`config.mk`:
```
export PLATFORM = sky130hd
export DESIGN_NAME = rpi_irq_clk_gen_flat
export DESIGN_NICKNAME = d
export VERILOG_FILES = /design/src/rtl/rpi_irq_pkg.sv /design/src/rtl/rpi_irq_clk_gen_if.sv /design/src/rtl/rpi_irq_chan.sv /design/src/rtl/rpi_irq_clk_gen.sv /design/src/flat_wrapper.sv
export SDC_FILE = /design/constraint.sdc
export NUM_CORES = 1
export LEC_CHECK = 0
export CELL_PAD_IN_SITES_DETAIL_PLACEMENT = 0
export CELL_PAD_IN_SITES_GLOBAL_PLACEMENT = 1
export CORE_UTILIZATION = 49
export DETAILED_ROUTE_END_ITERATION = 10
export MAX_ROUTING_LAYER = met4
export PLACE_DENSITY = 0.82
export SKIP_CTS_REPAIR_TIMING = 1
export SLEW_MARGIN = 20
export SYNTH_ARGS = -nofsm -noshare
export SYNTH_HDL_FRONTEND = slang
export SYNTH_SLANG_ARGS = --single-unit
```
`constraint.sdc`:
```
create_clock -name clk_in -period 6 [get_ports clk_in]
set_input_delay 1.5 -clock clk_in [delete_from_list [all_inputs] [get_ports clk_in]]
set_output_delay 1.5 -clock clk_in [all_outputs]
set_load 0.1 [all_outputs]
```
`src/rtl/rpi_irq_pkg.sv`:
```
// Shared types and default sizing for the Raspberry Pi interrupt-clock generator.
package rpi_irq_pkg;

    typedef enum logic [1:0] {
        IDLE = 2'd0,
        HIGH = 2'd1,
        LOW  = 2'd2,
        DONE = 2'd3
    } chan_state_t;

    localparam int DEF_CHANNELS = 4;
    localparam int DEF_DIV_W    = 8;
    localparam int DEF_CNT_W    = 8;

endpackage

```
`src/rtl/rpi_irq_clk_gen_if.sv`:
```
// Request/config side and Pi GPIO side of the interrupt-clock generator.
interface rpi_irq_clk_gen_if
    import rpi_irq_pkg::*;
#(
    parameter int CHANNELS = DEF_CHANNELS,
    parameter int DIV_W    = DEF_DIV_W,
    parameter int CNT_W    = DEF_CNT_W
);

    logic [DIV_W-1:0]    half_period;
    logic [CNT_W-1:0]    burst_len;
    logic [CHANNELS-1:0] irq_en;
    logic [CHANNELS-1:0] irq_ack;
    logic [CHANNELS-1:0] clk_out;
    logic [CHANNELS-1:0] busy;
    logic [CHANNELS-1:0] done;

    modport master (
        output half_period, burst_len, irq_en, irq_ack,
        input  clk_out, busy, done
    );

    modport slave (
        input  half_period, burst_len, irq_en, irq_ack,
        output clk_out, busy, done
    );

endinterface

```
`src/rtl/rpi_irq_chan.sv`:
```
// One interrupt-clock channel: start-edge detect, ack synchroniser, FSM and counters.
//   state | meaning
//   IDLE  | waiting for a rising edge on irq_en, clk_out=0
//   HIGH  | high phase of a period, clk_out=1
//   LOW   | low phase of a period, clk_out=0
//   DONE  | burst finished, done=1 until the Pi acknowledges
module rpi_irq_chan
    import rpi_irq_pkg::*;
#(
    parameter int DIV_W = DEF_DIV_W,
    parameter int CNT_W = DEF_CNT_W
) (
    input  logic             clk_in,
    input  logic             rst_n,
    input  logic [DIV_W-1:0] half_period,
    input  logic [CNT_W-1:0] burst_len,
    input  logic             irq_en,
    input  logic             irq_ack,
    output logic             clk_out,
    output logic             busy,
    output logic             done
);

    localparam logic [DIV_W-1:0] PHASE_ONE = DIV_W'(1);
    localparam logic [CNT_W-1:0] PULSE_ONE = CNT_W'(1);

    chan_state_t      state, state_nxt;
    logic [DIV_W-1:0] phase_cnt, phase_nxt;
    logic [DIV_W-1:0] h_lat, h_nxt;
    logic [CNT_W-1:0] pulse_cnt, pulse_nxt;
    logic [CNT_W-1:0] b_lat, b_nxt;
    logic             en_prev;
    logic             ack_meta;
    logic             ack_s;
    logic             start;
    logic             phase_end;

    assign start     = irq_en & ~en_prev;
    assign phase_end = (phase_cnt == PHASE_ONE);

    always_ff @(posedge clk_in) begin
        if (!rst_n) begin
            state     <= IDLE;
            phase_cnt <= '0;
            pulse_cnt <= '0;
            h_lat     <= '0;
            b_lat     <= '0;
            en_prev   <= 1'b0;
            ack_meta  <= 1'b0;
            ack_s     <= 1'b0;
        end else begin
            state     <= state_nxt;
            phase_cnt <= phase_nxt;
            pulse_cnt <= pulse_nxt;
            h_lat     <= h_nxt;
            b_lat     <= b_nxt;
            en_prev   <= irq_en;
            ack_meta  <= irq_ack;
            ack_s     <= ack_meta;
        end
    end

    always_comb begin
        state_nxt = state;
        phase_nxt = phase_cnt;
        pulse_nxt = pulse_cnt;
        h_nxt     = h_lat;
        b_nxt     = b_lat;
        unique case (state)
            IDLE: begin
                // a synchronised ack in the same cycle suppresses the start
                if (start && !ack_s) begin
                    state_nxt = HIGH;
                    h_nxt     = (half_period == '0) ? PHASE_ONE : half_period;
                    b_nxt     = burst_len;
                    phase_nxt = h_nxt;
                    pulse_nxt = PULSE_ONE;
                end
            end
            HIGH: begin
                if (ack_s) begin
                    state_nxt = IDLE;
                end else if (phase_end) begin
                    state_nxt = LOW;
                    phase_nxt = h_lat;
                end else begin
                    phase_nxt = phase_cnt - PHASE_ONE;
                end
            end
            LOW: begin
                if (ack_s) begin
                    state_nxt = IDLE;
                end else if (phase_end) begin
                    phase_nxt = h_lat;
                    if (b_lat == '0) begin
                        state_nxt = irq_en ? HIGH : IDLE;
                    end else if (pulse_cnt < b_lat) begin
                        state_nxt = HIGH;
                        pulse_nxt = pulse_cnt + PULSE_ONE;
                    end else begin
                        state_nxt = DONE;
                    end
                end else begin
                    phase_nxt = phase_cnt - PHASE_ONE;
                end
            end
            DONE: begin
                if (ack_s) begin
                    state_nxt = IDLE;
                end
            end
            default: state_nxt = IDLE;
        endcase
    end

    always_comb begin
        clk_out = (state == HIGH);
        busy    = (state == HIGH) || (state == LOW);
        done    = (state == DONE);
    end

endmodule

```
`src/rtl/rpi_irq_clk_gen.sv`:
```
// Multi-channel interrupt-clock generator; config inputs fan out, each channel latches its own copy.
module rpi_irq_clk_gen
    import rpi_irq_pkg::*;
#(
    parameter int CHANNELS = DEF_CHANNELS,
    parameter int DIV_W    = DEF_DIV_W,
    parameter int CNT_W    = DEF_CNT_W
) (
    input  logic               clk_in,
    input  logic               rst_n,
    rpi_irq_clk_gen_if.slave   bus
);

    logic [CHANNELS-1:0] clk_out_w;
    logic [CHANNELS-1:0] busy_w;
    logic [CHANNELS-1:0] done_w;

    for (genvar i = 0; i < CHANNELS; i++) begin : g_chan
        rpi_irq_chan #(
            .DIV_W (DIV_W),
            .CNT_W (CNT_W)
        ) u_chan (
            .clk_in      (clk_in),
            .rst_n       (rst_n),
            .half_period (bus.half_period),
            .burst_len   (bus.burst_len),
            .irq_en      (bus.irq_en[i]),
            .irq_ack     (bus.irq_ack[i]),
            .clk_out     (clk_out_w[i]),
            .busy        (busy_w[i]),
            .done        (done_w[i])
        );
    end

    assign bus.clk_out = clk_out_w;
    assign bus.busy    = busy_w;
    assign bus.done    = done_w;

endmodule

```
`src/flat_wrapper.sv`:
```
// flat-port wrapper written by rule: the top's interface ports become plain ports
module rpi_irq_clk_gen_flat import rpi_irq_pkg::*;
#(
    parameter int CHANNELS = DEF_CHANNELS,
    parameter int DIV_W    = DEF_DIV_W,
    parameter int CNT_W    = DEF_CNT_W
)
  (clk_in, rst_n, bus_half_period, bus_burst_len, bus_irq_en, bus_irq_ack, bus_clk_out, bus_busy, bus_done);
  rpi_irq_clk_gen_if #(.CHANNELS(CHANNELS), .DIV_W(DIV_W), .CNT_W(CNT_W)) bus_i ();
  input  logic clk_in;
  input  logic rst_n;
  input wire logic [$bits(bus_i.half_period)-1:0] bus_half_period;
  input wire logic [$bits(bus_i.burst_len)-1:0] bus_burst_len;
  input wire logic [$bits(bus_i.irq_en)-1:0] bus_irq_en;
  input wire logic [$bits(bus_i.irq_ack)-1:0] bus_irq_ack;
  output wire logic [$bits(bus_i.clk_out)-1:0] bus_clk_out;
  output wire logic [$bits(bus_i.busy)-1:0] bus_busy;
  output wire logic [$bits(bus_i.done)-1:0] bus_done;
  assign bus_i.half_period = bus_half_period;
  assign bus_i.burst_len = bus_burst_len;
  assign bus_i.irq_en = bus_irq_en;
  assign bus_i.irq_ack = bus_irq_ack;
  assign bus_clk_out = bus_i.clk_out;
  assign bus_busy = bus_i.busy;
  assign bus_done = bus_i.done;
  rpi_irq_clk_gen #(.CHANNELS(CHANNELS), .DIV_W(DIV_W), .CNT_W(CNT_W)) u_core (.clk_in(clk_in), .rst_n(rst_n), .bus(bus_i));
endmodule
```
---- After elaboration in Yosys (flattened, before gate mapping) ----
Index checks and enable logic that the tools add are counted.
word-level totals
  bits in registers ....................... 148
  bits in latches ......................... 0
  bits in writable memories ............... 0
  ROM bits ................................ 0
  bits of input ports ..................... 26
  output and inout port bits .............. 12
  logic and storage cells ................. 234
  memories kept ........................... 0
operators by class
  $add $sub $neg .......................... 8
  multiply operators ...................... 0
  div/mod/pow operators ................... 0
  magnitude comparators ................... 4
  eq/ne operators ......................... 52
  shift operators ......................... 0
  multiplexer cells ....................... 81
  bitwise gates (word level) .............. 8
  reductions and logical operators ........ 49
operator list
  operator                                             count
  two-way mux 8 bit                                    33
  one-hot mux 8 bit (2 select lines)                   8
  two-way mux 2 bit                                    32
  != test 2 bit, second input constant                 24
  logical NOT 8 bit                                    5
  adder 8 x 1 -> 8 bit, second input constant          4
  equality test 8 x 1 -> 1 bit, second input constant  4
  < comparator 8 bit                                   4
  one-hot mux 2 bit (4 select lines)                   4
  subtractor 8 x 1 -> 8 bit, second input constant     4
  AND reduction 6 bit                                  4
  equality test 2 bit, second input constant           8
  AND reduction 4 bit                                  4
  nonzero test 2 bit                                   8
  != test 3 x 1 -> 1 bit, second input constant        4
  != test 3 bit, second input constant                 4
  AND reduction 3 bit                                  4
  equality test 2 x 1 -> 1 bit, second input constant  4
  logical NOT 2 bit                                    4
  != test 2 x 1 -> 1 bit, second input constant        4
  AND reduction 2 bit                                  4
  OR reduction 2 bit                                   4
  bitwise AND 1 bit                                    4
  logical AND 1 bit                                    4
  4 further kinds                                      16

---- Longest topological paths before layout ----
Gate-level depths: netlist of run 1.
  depth after elaboration ................. 6
  gate-level depth with buffers ........... 10
  depth with buffers taken out ............ 8

---- Cells and area by module ----
From an unflattened synthesis of run 1, not the netlist that was laid out.
second synthesis, totals
  cell total of the unflattened synthesis .. 1082
  area, all modules ....................... 8941.1 µm²
modules (own cells, without submodules)
  module                                       instances  cells each  area an instance (µm²)  seq. area each (µm²)
  rpi_irq_chan at u_core.g_chan[0].u_chan ...  3          272         2269.7                  740.7
  rpi_irq_chan at u_core.g_chan[3].u_chan      1          266         2132.0                  740.7

---- Worst setup path before layout of run 1 ----
OpenSTA, ideal clock, no wires.
  path kind ............................... input-to-reg
  start ................................... input bus_irq_en[0]
  end ..................................... register u_core.g_chan[0].u_chan.pulse_cnt[5]
  setup time .............................. 0.070 ns
  data arrival time ....................... 2.904 ns
  data required time ...................... 5.930 ns
  setup slack ............................. 3.026 ns
  stages on the path ...................... 7
  path buffers ............................ 1
  cell sequence ........................... nand2b_1 > nand2_1 > nand2_1 > o41a_1 > buf_6 > or4_1 > a21oi_1
between the ends
  longest elaborated chain between the ends .. 4
RTL lines
  item                                  line                RTL
  start: declaration                    flat_wrapper.sv:14  input wire logic [$bits(bus_i.irq_en)-1:0] bus_irq_en;
  bitwise AND 1 bit                     rpi_irq_chan.sv:38  assign start = irq_en & ~en_prev;
  logical AND 1 bit                     rpi_irq_chan.sv:72  if (start && !ack_s) begin
  != test 2 bit (no source line)        -
  AND reduction 6 bit (no source line)  -
  end signal: assignment                rpi_irq_chan.sv:54  pulse_cnt <= pulse_nxt;
  end: declaration                      rpi_irq_chan.sv:30  logic [CNT_W-1:0] pulse_cnt, pulse_nxt;
No other way between the ends.
A chain may end at the register's enable or synchronous reset.

---- Final worst setup path of run 1 ----
  start ................................... register u_core.g_chan[0].u_chan.state[0]
  end ..................................... output bus_busy[0]
between the ends
  longest elaborated chain between the ends .. 2
  elaborated cells on any way between the ends .. 3
  those cells by class .................... eq/ne (2); reduce/logical (1)
RTL lines
  item                                                                 line                 RTL
  start: declaration                                                   rpi_irq_chan.sv:27   chan_state_t state, state_nxt;
  start signal: assignment                                             rpi_irq_chan.sv:52   state <= state_nxt;
  equality test 2 x 1 -> 1 bit or equality test 2 bit (tied branches)  rpi_irq_chan.sv:118  busy = (state == HIGH) || (state == LOW);
  logical OR 1 bit (*)                                                 rpi_irq_chan.sv:118
  end: declaration                                                     flat_wrapper.sv:17   output wire logic [$bits(bus_i.busy)-1:0] bus_busy;
Mark *: on every way between the ends. The rest lies on a longest branch, timed or not.

==> results.md, run 1 <==
- Once detailed placement completed, the half-perimeter wirelength came to approximately 14,000 um.
- The number of distinct standard cells referenced by the synthesized netlist is 66.
- The number of vias per cell is 5.69.
- The share of cells above drive strength 1 is 4.72%.
- In this run, synthesis produced a sequential element count of approximately 150.
- The relative max-transition margin is 24.3%.
- VDD sags by at most approximately 280 uV.
- The number of cells on the worst reg-to-reg path is 6.
- The clock latency at the later pin of the worst-skew pair is approximately 0.4 ns.
- The minimum setup slack in the final design is 1.73 ns.
- Setup repair after global routing left no endpoint under its margin.
- From bottom edge to top edge, the die measures 132 um.
- Once layout is complete, the utilization of the core stands at between 50% and 60%.
- The data arrival time of the critical path is roughly 2.8 ns.
- The run finished with clean final reports.
- The number of fill cells in the layout is around 1,600.
- The number of antenna violations at the first check in global routing came to 0.
- Counting tap cells, the placed design contains a total of roughly 1,300 instances.
- The top cell type by area accounts for a little over a third of the synthesized area.
- The number of search-and-repair iterations in the first detailed-routing pass is 5.
- When the netlist entered floorplanning its net count stood at about 1,200.
- The switching power total is about 1.5 mW.
- Walking the worst path, the cells encountered are inv_1 -> ha_1 -> clkdlybuf4s50_1.
- The family with the most delay on the worst path is buffers and inverters.
- At the worst endpoint, the required time is around 4.5 ns.
- The category of the critical setup timing path is reg2out.
- The cell area after layout is between 0.009 and 0.01 mm^2.
- In this run the critical register-to-register path is captured at u_core.g_chan[2].u_chan.pulse_cnt[1].
- Relative to the synthesized area, the layout overhead comes to 12.2%.
- 0 antenna diodes ended up in the layout.
- Of the total power, combinational logic draws 37.6%.
- The total negative slack is 0 ns.
- The final hold violation count came to 0.
- The total power of the final layout is 3.91 mW.
- Of all nets on the critical path, the largest fanout is 12.
- For this block, the routed nets add up to roughly 21,000 um of wire.
- In this run the clock root is driven by a sky130_fd_sc_hd__clkbuf_16.
- The share of synthesized flip-flops with an asynchronous set or reset is 0%.
- The final cell count without fillers is between 1,000 and 1,500.
- The final count of negative-setup-slack endpoints is 0.
- The floorplan has 47 rows.
- The worst-case hold slack is ~0.43 ns.
- The via count of the first global-routing pass is 6,773.
- Summing all placed instances gives a cell area of a little under 0.009 mm^2.
- Per report_power, the sequential group accounts for about 33% of the total.
- The proportion of total power due to net switching is 37.8%.
- For this run, the post-layout net count is approximately 1,200.
- Sorting the synthesized cells by area gives the leading types as sky130_fd_sc_hd__dfxtp_1, sky130_fd_sc_hd__nand2_1, sky130_fd_sc_hd__ha_1.
- The number of I/O port buffers is 37.
- The routed wire length per instance is about 16 um.
- The worst-case hold path end point is u_core.g_chan[2].u_chan.ack_s.
- The internal power is around 2.4 mW.
- The worst clock skew is between 0.008 and 0.009 ns.
- The most used flip-flop cell after synthesis is sky130_fd_sc_hd__dfxtp_1.
- The global-route usage over all layers is 24.9%.
- The most common cell in the synthesized netlist is sky130_fd_sc_hd__nand2_1.
- The path class of the tightest hold or removal check is reg2reg.
- The minimum setup slack after placement is 2.19 ns.
- The peak clock frequency supported by timing is between 200 and 250 MHz.
- The number of antenna-violating nets in the routed design is 0.
- Entering global routing, the biggest net connects 60 pins.
- Global routing finished with a remaining overflow of 0.
- Yosys printed 0 warnings.
- The post-synthesis sequential area ratio is a little over a third.
- The post-route DRC violation count is 0.
- The total number of clock tree sinks is about 150.
- The clock passes through at most 2 buffers.
- In this run the critical register-to-register path is launched from u_core.g_chan[2].u_chan.phase_cnt[2].
- The level count of the clock H-tree is 4.
- Along the worst hold path, the cell count comes to 1.
- The part of the power in the clock network is a little under 30%.
- For this configuration, the core starts out at a cell density of 50.1%.
- For this design the ratio of total power to cell area is around 420 mW/mm^2.
- The worst register-to-register path has a setup slack of 2.84 ns.
- In this run, synthesis inferred 0 flip-flops with an integrated enable.
- The floorplan step defined a core boundary enclosing about 0.017 mm^2.
- The first global-routing pass estimated between 30,000 and 40,000 um of wire.
- The slowest cell on the critical path is sky130_fd_sc_hd__clkdlybuf4s50_1.
- sky130_fd_sc_hd__dfxtp_1 takes more of the synthesized area than any other cell.
- The delay of the slowest cell on the worst path is ~1.2 ns.
- STA classifies the critical path startpoint as a flop.
- The iteration-0 DRC count of the detailed router is between 400 and 500.
- The max-cap check violation count is 0.
- The x dimension of the die is around 130 um.
- TritonCTS built the clock tree.
- After clock tree synthesis, the clock-pin slew on the worst setup and hold paths is 0.06 ns.
- For the pin with the worst max-slew slack, the measured transition is 1.13 ns.
- The final critical path takes up 71.1% of the cycle.
- Clock tree synthesis inserted a total of 17 buffers.
- The die covers approximately 0.017 mm^2.
- The cell leakage power is ~3.6 nW.
- The number of instances in the synthesized netlist is between 1,000 and 1,500.
- The commonest cells after synthesis are sky130_fd_sc_hd__nand2_1, sky130_fd_sc_hd__dfxtp_1, sky130_fd_sc_hd__a21oi_1.
- The number of pins with negative max-slew slack in the final report is 0.
- The final period demand of the worst path is ~4.3 ns.
- The total via count in the routed design is 7,409.
- A synthesized cell averages approximately 7.7 um^2.
- STA classifies the critical path endpoint as an output pin.
- Summing every instance area after synthesis gives just over 0.008 mm^2.
- In this run the most critical hold path is launched from u_core.g_chan[2].u_chan.ack_meta.
- The number of top-level pins is 38.
- The final RePlAce weighted congestion is 0.809.
- Together, buffers and inverters on the worst path number 2.
sequential cells by signal, indices dropped and copies added (netlist names):
signal and cells:
u_core.g_chan.u_chan.ack_meta 4, u_core.g_chan.u_chan.ack_s 4, u_core.g_chan.u_chan.b_lat 32, u_core.g_chan.u_chan.en_prev 4, u_core.g_chan.u_chan.h_lat 32, u_core.g_chan.u_chan.phase_cnt 32, u_core.g_chan.u_chan.pulse_cnt 32, u_core.g_chan.u_chan.state 8
worst reg2reg max path, stage by stage, from the launching register on:
cell,delay (ns)
sky130_fd_sc_hd__dfxtp_1,0.37
sky130_fd_sc_hd__nor4_1,0.85
sky130_fd_sc_hd__and2_1,0.47
sky130_fd_sc_hd__nand2_1,0.13
sky130_fd_sc_hd__a211oi_1,0.89
sky130_fd_sc_hd__nor3_1,0.10
sky130_fd_sc_hd__a31o_2,0.24
worst max-delay path by stage:
stage / from / end / cells past startpoint
final: u_core.g_chan[0].u_chan.state[0] / bus_busy[0] / 3
after global routing: u_core.g_chan[0].u_chan.state[0] / bus_busy[0] / 3
after CTS: u_core.g_chan[0].u_chan.state[0] / bus_busy[0] / 3
after detailed placement: u_core.g_chan[0].u_chan.state[0] / bus_busy[0] / 3
after global placement: u_core.g_chan[0].u_chan.state[0] / bus_busy[0] / 3
after floorplan: bus_irq_en[0] / u_core.g_chan[0].u_chan.pulse_cnt[5] / 7
cell families (layout without fill, tap and decap cells):
kind of cell	Yosys count	after routing	share of synthesized area, %
and+or+nand+nor	408	408	23.3
DFF	148	148	35.8
buffers and inverters	123	129	6.33
muxes	27	27	3.31
xor gates and xnor gates	14	14	1.48
adders and majority gates	56	56	8.46
AOI/OAI and AO/OA	299	299	21.4
area by class of cell:
cell class / instances / area, um^2 / share of cell area, %
sequential: 148 / 2960 / 31.9
tap: 220 / 275 / 2.96
inverter: 59 / 221 / 2.38
timing repair buffer: 41 / 395 / 4.25
clock inverter: 10 / 181 / 1.95
clock buffer: 19 / 453 / 4.87
multi-input combinational: 804 / 4810 / 51.7
metal layers:
| metal | share of wire [%] | global-route usage (%) | vias up |
|---|---|---|---|
| li1 | - | - | 3760 |
| met1 | 49 | 33.3 | 3487 |
| met2 | 45 | 38.8 | 151 |
| met3 | 4.1 | 4.27 | 11 |
| met4 | 0.96 | 6.27 | 0 |
| met5 | 0 | - | - |
placed cells by master (no fill, tap or decap), drive strengths merged, types with 9 or more instances in the layout:
cell type | synthesis | final
o21ai | 71 | 71
and3 | 10 | 10
a21oi | 133 | 133
clkbuf | 43 | 19
xnor2 | 9 | 9
and2 | 18 | 18
nor2 | 56 | 56
a211oi | 9 | 9
inv | 59 | 59
nand2 | 192 | 192
or4 | 9 | 9
nor4 | 13 | 13
a31oi | 17 | 17
or3 | 18 | 18
nor3 | 19 | 19
clkdlybuf4s50 | 0 | 36
dfxtp | 148 | 148
nand3 | 17 | 17
ha | 56 | 56
a21o | 12 | 12
nand2b | 25 | 25
mux2i | 24 | 24
power by group through the flow:
stage | combinational (mW) | clock, mW | sequential [mW]
after global routing | 1.63 | 1.23 | 1.30
after floorplan | 1.21 | 0 | 1.25
after CTS | 1.47 | 1.18 | 1.28
after global placement | 1.46 | 0 | 1.29
after detailed placement | 1.46 | 0 | 1.29
final | 1.47 | 1.16 | 1.28
(Power assumes the default switching activity.)
==> inputs of run 2 (changes only) <==
--- a/config.mk
+++ b/config.mk
@@ -7,10 +7,10 @@
 export LEC_CHECK = 0
 export CELL_PAD_IN_SITES_DETAIL_PLACEMENT = 0
 export CELL_PAD_IN_SITES_GLOBAL_PLACEMENT = 1
-export CORE_UTILIZATION = 49
+export CORE_UTILIZATION = 46
 export DETAILED_ROUTE_END_ITERATION = 10
 export MAX_ROUTING_LAYER = met4
-export PLACE_DENSITY = 0.82
+export PLACE_DENSITY = 0.78
 export SKIP_CTS_REPAIR_TIMING = 1
 export SLEW_MARGIN = 20
 export SYNTH_ARGS = -nofsm -noshare
==> constraint.sdc (replaced) <==
create_clock -name clk_in -period 4.2 [get_ports clk_in]
set_input_delay 1.05 -clock clk_in [delete_from_list [all_inputs] [get_ports clk_in]]
set_output_delay 1.05 -clock clk_in [all_outputs]
set_load 0.1 [all_outputs]
==> run 2 against run 1 <==
Against the previous run:
- clock-buffer cell count up 3
- global-route usage decreased by 0.33 points
- power increased by 48%
- via count shrank 0.99%
- final area increased by 1.7%
- setup slack got worse by 0.80 ns
- combinational power grew 45%
- critical path type unchanged
- critical endpoint is now bus_clk_out[0]
- highest routed layer unchanged
==> results.md, run 2 (same netlist as run 1, synthesis figures left out) <==
- The number of antenna violations at the first check in global routing is 0 (unchanged).
- The pin slew with the least headroom to its limit is 0.970 ns (-0.160 ns).
- The delay of the slowest cell on the worst path is 1.15 ns (-0.09 ns).
- Traced cell by cell, the critical path runs through inv_1 -> ha_1 -> clkdlybuf4s50_1.
- The TritonCTS buffer count is 17 (unchanged).
- The final hold violation count came to 0 (unchanged).
- The via count of the first global-routing pass was 6,718 (-0.81%).
- The final net count is 1,167 (+1.2%).
- The number of search-and-repair iterations in the first detailed-routing pass came to 5 (unchanged).
- The routed wire length per instance is 16.1 um (+1.7%).
- The layout overhead on the synthesized area is 14.1%.
- The number of top-level pins is 38 (unchanged).
- The required time of the critical path is 3.15 ns (-1.35 ns).
- The peak clock frequency supported by timing is just over 300 MHz.
- The total number of clock tree sinks is 148 (unchanged).
- The post-route DRC violation count is 0 (unchanged).
- The total negative slack is 0 ns (unchanged).
- The path class of the tightest hold or removal check is reg2reg.
- The data arrival time of the critical path came to 2.22 ns (-0.55 ns).
- The maximum number of pins on one net before global-route repair is 42 (-30%).
- The depth of the most critical reg-to-reg path is 5 (-1).
- The number of I/O port buffers came to 37 (unchanged).
- The slowest cell on the critical path is sky130_fd_sc_hd__clkdlybuf4s50_1.
- The y dimension of the die was 136 um (+3.2%).
- The detailed-placement wirelength estimate is 14,400 um (+3.2%).
- The maximum buffer depth of the clock tree is 2 (unchanged).
- The maximum VDD drop is 493 uV (+75%).
- The placement-stage cell area is 0.00876 mm^2 (+1.2%).
- The root cell of the clock tree is sky130_fd_sc_hd__clkbuf_16.
- The cell leakage power came to 3.67 nW (+2.8%).
- The initial standard-cell utilization of the core is 47.6% (-2.6 points).
- The total power per unit cell area is 611 mW/mm^2 (+45%).
- The maximum fanout along the worst path is 3 (-9).
- The number of antenna-violating nets in the routed design is 0 (unchanged).
- The max-cap check violation count was 0 (unchanged).
- Subtracting the final worst setup slack from the clock period gives 3.27 ns.
- The instance count after placement with tap cells included was 1,291 (+1.5%).
- The level count of the clock H-tree came to 4 (unchanged).
- The global-route usage over all layers was 24.5% (-0.33 points).
- The number of vias per cell is 5.55 (-2.6%).
- The cell area after layout is 0.00946 mm^2 (+1.7%).
- The run finished with clean final reports.
- The number of pins with negative max-slew slack in the final report came to 0 (unchanged).
- The area of the die is 0.0186 mm^2 (+6.4%).
- The x dimension of the die is 136 um (+3.2%).
- The antenna diode instance count is 0 (unchanged).
- The iteration-0 DRC count of the detailed router was 424 (-2.1%).
- The first-pass GRT wire length is 34,500 um (+2.0%).
- The final cell utilization of the core is 54.3% (-2.0 points).
- The area of the placeable core is 0.0174 mm^2 (+5.4%).
- The CTS tree is built.
- The final count of negative-setup-slack endpoints is 0 (unchanged).
- The total grt overflow came to 0 (unchanged).
- The sort of element at the end of the critical path is an output pin.
- The final RePlAce weighted congestion came to 0.814 (+0.61%).
- The clock latency at the later pin of the worst-skew pair came to 0.43 ns (+0.02 ns).
- The critical path is of the reg2out type.
- The relative max-transition margin is 35.1% (+11 points).
- The number of cell rows was 48 (+2.1%).
- The worst clock skew is 0.00714 ns (-0.00119 ns).
- The final cycle utilization of the critical path is about 78%.
- The cell depth of the worst min-delay path is 1 (unchanged).
- The number of fill cells in the layout came to 1,662 (+3.3%).
- The clock transition at the register clock pins on the worst setup and hold paths after CTS is 0.06 ns (about the same).
- STA classifies the critical path startpoint as a flop.
- The total via count in the routed design is 7,336 (-0.99%).
- The final cell count without fillers is 1,322 (+1.6%).
- The library cell used most frequently in the layout, excluding fill and tap cells, is sky130_fd_sc_hd__nand2_1.
- The share of cells above drive strength 1 is 6.11% (+1.4 points).
- Setup repair after global routing left no endpoint under its margin.
- The total length of routed wires came to 21,200 um (+3.3%).
- In the layout the commonest cells are sky130_fd_sc_hd__nand2_1, sky130_fd_sc_hd__dfxtp_1, sky130_fd_sc_hd__a21oi_1.
[run 2: cell types whose count changed in the layout (fill, tap and decap cells not counted), sizes merged]
cell	change
buf	+18
bufinv	+2
clkinv	-3
clkdlybuf4s50	-4
clkbuf	+3
[run 2: final cells by class]
type	count	area, um^2	area share, %
multi-input cells	804	4800	50.8
flip-flops and latches	148	2960	31.3
clock inverters	9	223	2.35
inverters	59	221	2.34
repair buffers	55	490	5.19
clock buffers	22	474	5.01
well taps	225	282	2.98
[run 2: final timing paths]
kind / from / to / slack [ns]
max reg2reg: u_core.g_chan[0].u_chan.phase_cnt[2] / u_core.g_chan[0].u_chan.pulse_cnt[7] / 1.27
min reg2reg: u_core.g_chan[3].u_chan.ack_meta / u_core.g_chan[3].u_chan.ack_s / 0.44
max: u_core.g_chan[0].u_chan.state[1] / bus_clk_out[0] / 0.93
min: u_core.g_chan[3].u_chan.ack_meta / u_core.g_chan[3].u_chan.ack_s / 0.44
[run 2: per-stage QoR]
stage	power [mW]	hold WS, ns	worst slack (ns)
2_1_floorplan	3.52	0.412	1.41
3_3_place_gp	3.98	0.417	1.07
3_5_place_dp	3.97	0.425	1.02
4_1_cts	5.80	0.440	0.904
5_1_grt	6.15	0.470	0.871
6_report	5.78	0.438	0.931
[run 2: critical path: cells and delay by family, from the launching register on]
| kind | cells | cell delay [ns] |
|---|---|---|
| buf+inv | 2 | 1.25 |
| fa+ha+maj | 1 | 0.22 |
| flops | 1 | 0.33 |
[run 2: routing by layer]
layer | up-vias | global-route usage, % | part of all wire, %
li1 | 3788 | - | -
met1 | 3414 | 31.6 | 49
met2 | 116 | 39.2 | 47
met3 | 18 | 4.85 | 3.5
met4 | 0 | 6.17 | 1.2
met5 | - | - | 0
[run 2: report_power, final]
part / switching [mW] / leakage (nW) / internal (mW) / total (mW)
Combinational: 1.32 / 2.13 / 0.808 / 2.13
Clock: 0.604 / 0.336 / 1.22 / 1.82
Sequential: 0.214 / 1.21 / 1.61 / 1.82
==> RTL edit 1 (settings of run 1) <==
Encoding of `chan_state_t`: now one-hot (4 bits for 4 states).
--- a/src/rtl/rpi_irq_pkg.sv
+++ b/src/rtl/rpi_irq_pkg.sv
@@ -1,11 +1,11 @@
 // Shared types and default sizing for the Raspberry Pi interrupt-clock generator.
 package rpi_irq_pkg;
 
-    typedef enum logic [1:0] {
-        IDLE = 2'd0,
-        HIGH = 2'd1,
-        LOW  = 2'd2,
-        DONE = 2'd3
+    typedef enum logic [3:0] {
+        IDLE = 4'b0001,
+        HIGH = 4'b0010,
+        LOW  = 4'b0100,
+        DONE = 4'b1000
     } chan_state_t;
 
     localparam int DEF_CHANNELS = 4;
Behaviour: same outputs for any inputs over 4 cycles, from zero or initial values and one cycle with rst_n low; so few cycles prove little.
==> RTL edit 1 against run 1 <==
Die area decreased by 0.67%. Sequential cell count is 8 higher. Cell area is 0.59% lower. Worst setup slack worse by 0.55 ns. Highest routed layer unchanged. Routed wire length decreased by 0.77%. Critical path depth is 1 higher. Synthesized area is 0.68% lower.
Power is not compared: it rests on default switching activity, and its combinational part moved more than twofold at a synthesized area within 25%.
==> RTL edit 1: results (changes against run 1) <==
r2r-end: "u_core.g_chan[1].u_chan.pulse_cnt[6]"
antenna_cells: 0  # unchanged
drtIter0Drc: 398  # -8.1%
grt_pass1_wl_mm: 33.9  # +0.17%
reg2reg_from: "u_core.g_chan[1].u_chan.phase_cnt[2]"
r2r_slack_ns: 3.04  # +0.20 ns
synth_compound_area_share_pct: 21.0  # -0.37 points
synthAdderAreaFrac_pct: 6.08  # -2.4 points
nets: 1118  # -3.0%
synth_cell_types: 59  # -11%
worstPathArrival_ns: 3.31  # +0.54 ns
grtUsageMet1_pct: 33.3  # about the same
dp.final_hpwl_mm: 13.6  # -2.5%
grtUsageMet3_pct: 4.48  # +0.21 points
max_stage_delay_ns: 1.17  # -0.07 ns
clock_latency_ns: 0.43  # +0.02 ns
grt_util_all_layers_pct: 25.2  # +0.31 points
period_share_pct: 80.2  # +9.1 points
tightestPinTransition_ns: 1.03  # -0.0962 ns
status: "finished clean"
path_max_fanout: 15  # +3
synth-xor-area-share_pct: 2.87  # +1.4 points
crit_end: "bus_busy[1]"
synthTopCellsByArea: "dfxtp_1, nand2_1, a21oi_1, ha_1, nor2_1"
leakage_nw: 3.51
drive_gt1_share_pct: 5.83  # +1.1 points
grt_pass1_vias: 6637  # -2.0%
synth-seq-area-share_pct: 37.9  # +2.2 points
netlist_instances: 1052  # -2.1%
wl_per_cell_um: 15.9  # +0.54%
grt_max_degree: 52  # -13%
use_met2_pct: 39.4  # +0.56 points
synth.mux.area_fraction_pct: 1.64  # -1.7 points
routabilityCongestion: 0.854  # +5.5%
finalClockSkew_ns: 0.00811  # -0.000215 ns
==> RTL edit 1: cell type report <==
class	count	area, sq um
inverter	57	214
clock buffer	23	478
fill	1623	7220
sequential	156	3120
tap	220	275
multi-input combinational	776	4620
clock inverter	8	115
timing repair buffer	44	418
==> RTL edit 1: metal layers <==
| layer | routed length [um] | vias up |
|---|---|---|
| met4 | 233 | 0 |
| met2 | 9460 | 99 |
| met3 | 620 | 22 |
| met1 | 10100 | 3367 |
| li1 | - | 3708 |
| met5 | 0 | - |
==> RTL edit 1: metrics by stage <==
step,power (mW),cells,cell area [sq um]
2_1_floorplan,1.73,1052,8230
3_3_place_gp,1.88,1253,8650
3_5_place_dp,1.89,1253,8650
4_1_cts,2.99,1284,9240
5_1_grt,3.14,1284,9250
6_report,2.97,1284,9250
==> RTL edit 1: power breakdown <==
part	internal, mW	leakage [nW]	switching [mW]
Sequential	1.13	1.28	0.0871
Combinational	0.253	1.94	0.398
Clock	0.682	0.297	0.421
==> RTL edit 1: worst min-delay path by stage <==
stage / from / endpoint / slack (ns)
2_1_floorplan: u_core.g_chan[0].u_chan.ack_meta / u_core.g_chan[0].u_chan.ack_s / 0.41
3_3_place_gp: u_core.g_chan[1].u_chan.ack_meta / u_core.g_chan[1].u_chan.ack_s / 0.41
3_5_place_dp: u_core.g_chan[2].u_chan.ack_meta / u_core.g_chan[2].u_chan.ack_s / 0.42
4_1_cts: u_core.g_chan[2].u_chan.ack_meta / u_core.g_chan[2].u_chan.ack_s / 0.44
5_1_grt: u_core.g_chan[3].u_chan.ack_meta / u_core.g_chan[3].u_chan.ack_s / 0.45
6_report: u_core.g_chan[2].u_chan.ack_meta / u_core.g_chan[2].u_chan.ack_s / 0.43
==> RTL edit 2 (flow settings as in run 1) <==
Without the edit above. Change the package constant `DEF_CNT_W` from 8 to 10.
--- a/src/rtl/rpi_irq_pkg.sv
+++ b/src/rtl/rpi_irq_pkg.sv
@@ -10,7 +10,7 @@
 
     localparam int DEF_CHANNELS = 4;
     localparam int DEF_DIV_W    = 8;
-    localparam int DEF_CNT_W    = 8;
+    localparam int DEF_CNT_W    = 10;
 
 endpackage
 
Ports: changed (resized bus_burst_len); port bits go from 38 to 40. The function was not compared with the original's and may differ.
==> RTL edit 2 against run 1 <==
The run now ends with design-rule violations left. Critical path depth unchanged. Count of clock-buffer cells in the layout rose by 2. Synthesized area up 13%. Power shrank 5.7%. Routed wire length is 11% higher. Worst setup slack worse by 0.0072 ns. Combinational power fell by 18%. Sequential cell count increased by 16. Cell area grew 11%. Critical path type unchanged. Critical endpoint is now bus_busy[3].
==> RTL edit 2: results (changes against run 1) <==
grt_max_degree: 51  # -15%
worstHoldPathCells: 1  # unchanged
leakage_nw: 3.96  # +11%
reg2reg_from: "u_core.g_chan[0].u_chan.phase_cnt[0]"
crit_end: "bus_busy[3]"
drtIter0Drc: 469  # +8.3%
r2r-end: "u_core.g_chan[0].u_chan.pulse_cnt[6]"
root_buffer: "clkbuf_16"
grt_pass1_wl_mm: 37.9  # +12%
synth_cell_types: 74  # +12%
critPathLaunch: "u_core.g_chan[3].u_chan.state[0]"
htreeDepth: 4  # unchanged
reg2regPathDepth: 7  # +1
grt_util_all_layers_pct: 24.7  # -0.21 points
worstHoldStart: "u_core.g_chan[3].u_chan.ack_meta"
status: "finished, violations left"
path_max_fanout: 15  # +3
synth_nets: 1285  # +11%
grtUsageMet1_pct: 32.7  # -0.55 points
port-buffer-count: 39  # +5.4%
ant_nets: 0  # unchanged
ys_warn_count: 0  # unchanged
dp.final_hpwl_mm: 15.7  # +13%
setup_tns_ns: 0  # unchanged
avgViaCountPerCell: 5.68  # -0.31%
clock_latency_ns: 0.42
finalClockSkew_ns: 0.00804  # -0.000286 ns
routabilityCongestion: 0.810  # about the same
period_share_pct: 71.2  # +0.12 points
use_met2_pct: 39.3  # +0.46 points
violations: "design-rule violations"
clk_pin_slew_ns: 0.06  # about the same
min_delay_worst_endpoint: "u_core.g_chan[3].u_chan.ack_s"
cts_inserted_buffers: 17  # unchanged
synthTopCellsByCount: "nand2_1, dfxtp_1, a21oi_1"
vdd_drop_max_uv: 213  # -24%
route.detailed.drc: 1  # +1
r2r_slack_ns: 3.13  # +0.29 ns
clockBufferDepth: 2  # unchanged
wl_mm: 22.9  # +11%
grtUsageMet3_pct: 4.31  # +0.040 points
slowest_stage: "clkdlybuf4s50_1"
synthTopCellsByArea: "dfxtp_1, ha_1, nand2_1, a21oi_1, mux2i_1"
grt_pass1_vias: 7540  # +11%
firstDrtPassIters: 8  # +3
slew_headroom_pct: 35.0  # +11 points
preCtsSetupSlack_ns: 2.15  # -0.0407 ns
synth-seq-area-share_pct: 35.1  # -0.62 points
drive_gt1_share_pct: 5.85  # +1.1 points
RTL edit 2: through the flow:
stage,utilization (%),hold slack [ns],instance area (sq um),instances
floorplan,-,0.412,9350,1193
finish,55.3,0.427,10300,1430
CTS,55.3,0.431,10300,1430
global placement,52.0,0.413,9730,1399
global route,55.3,0.458,10300,1430
detailed placement,52.0,0.421,9730,1399
RTL edit 2: final cells by class:
| class | instances | area [sq um] |
|---|---|---|
| Timing Repair Buffer | 45 | 430 |
| Clock buffer | 21 | 450 |
| Multi-Input combinational cell | 881 | 5450 |
| Sequential cell | 164 | 3280 |
| Fill cell | 1809 | 8360 |
| Inverter | 75 | 283 |
| Tap cell | 234 | 293 |
| Clock inverter | 10 | 156 |
RTL edit 2: logic make-up (layout without fill, tap and decap cells):
logic type | count (synthesis) | count (layout) | share of synthesized area (%)
flip-flops | 164 | 164 | 35.1
buffers and inverters | 148 | 151 | 6.64
AND/OR/NAND/NOR | 474 | 474 | 25.3
XOR/XNOR | 15 | 15 | 1.41
multiplexers | 39 | 39 | 4.24
adder cells (fa/ha/maj) | 64 | 64 | 8.57
AO/OA/AOI/OAI | 289 | 289 | 18.8
RTL edit 2: where the power goes:
part | internal [mW] | switching, mW
Sequential | 1.21 | 0.119
Combinational | 0.450 | 0.760
Clock | 0.704 | 0.445
Total | 2.36 | 1.32
RTL edit 2: critical path, delay by kind of cell, from the launching register on:
family | cells | cell delay [ns]
buffers and inverters | 2 | 1.32
adders and majority gates | 1 | 0.66
DFF | 1 | 0.37
RTL edit 2: routing by layer:
layer	part of all wire, %	up-vias
li1	-	4163
met1	50	3814
met2	46	127
met3	3.1	14
met4	0.84	0
met5	0	-
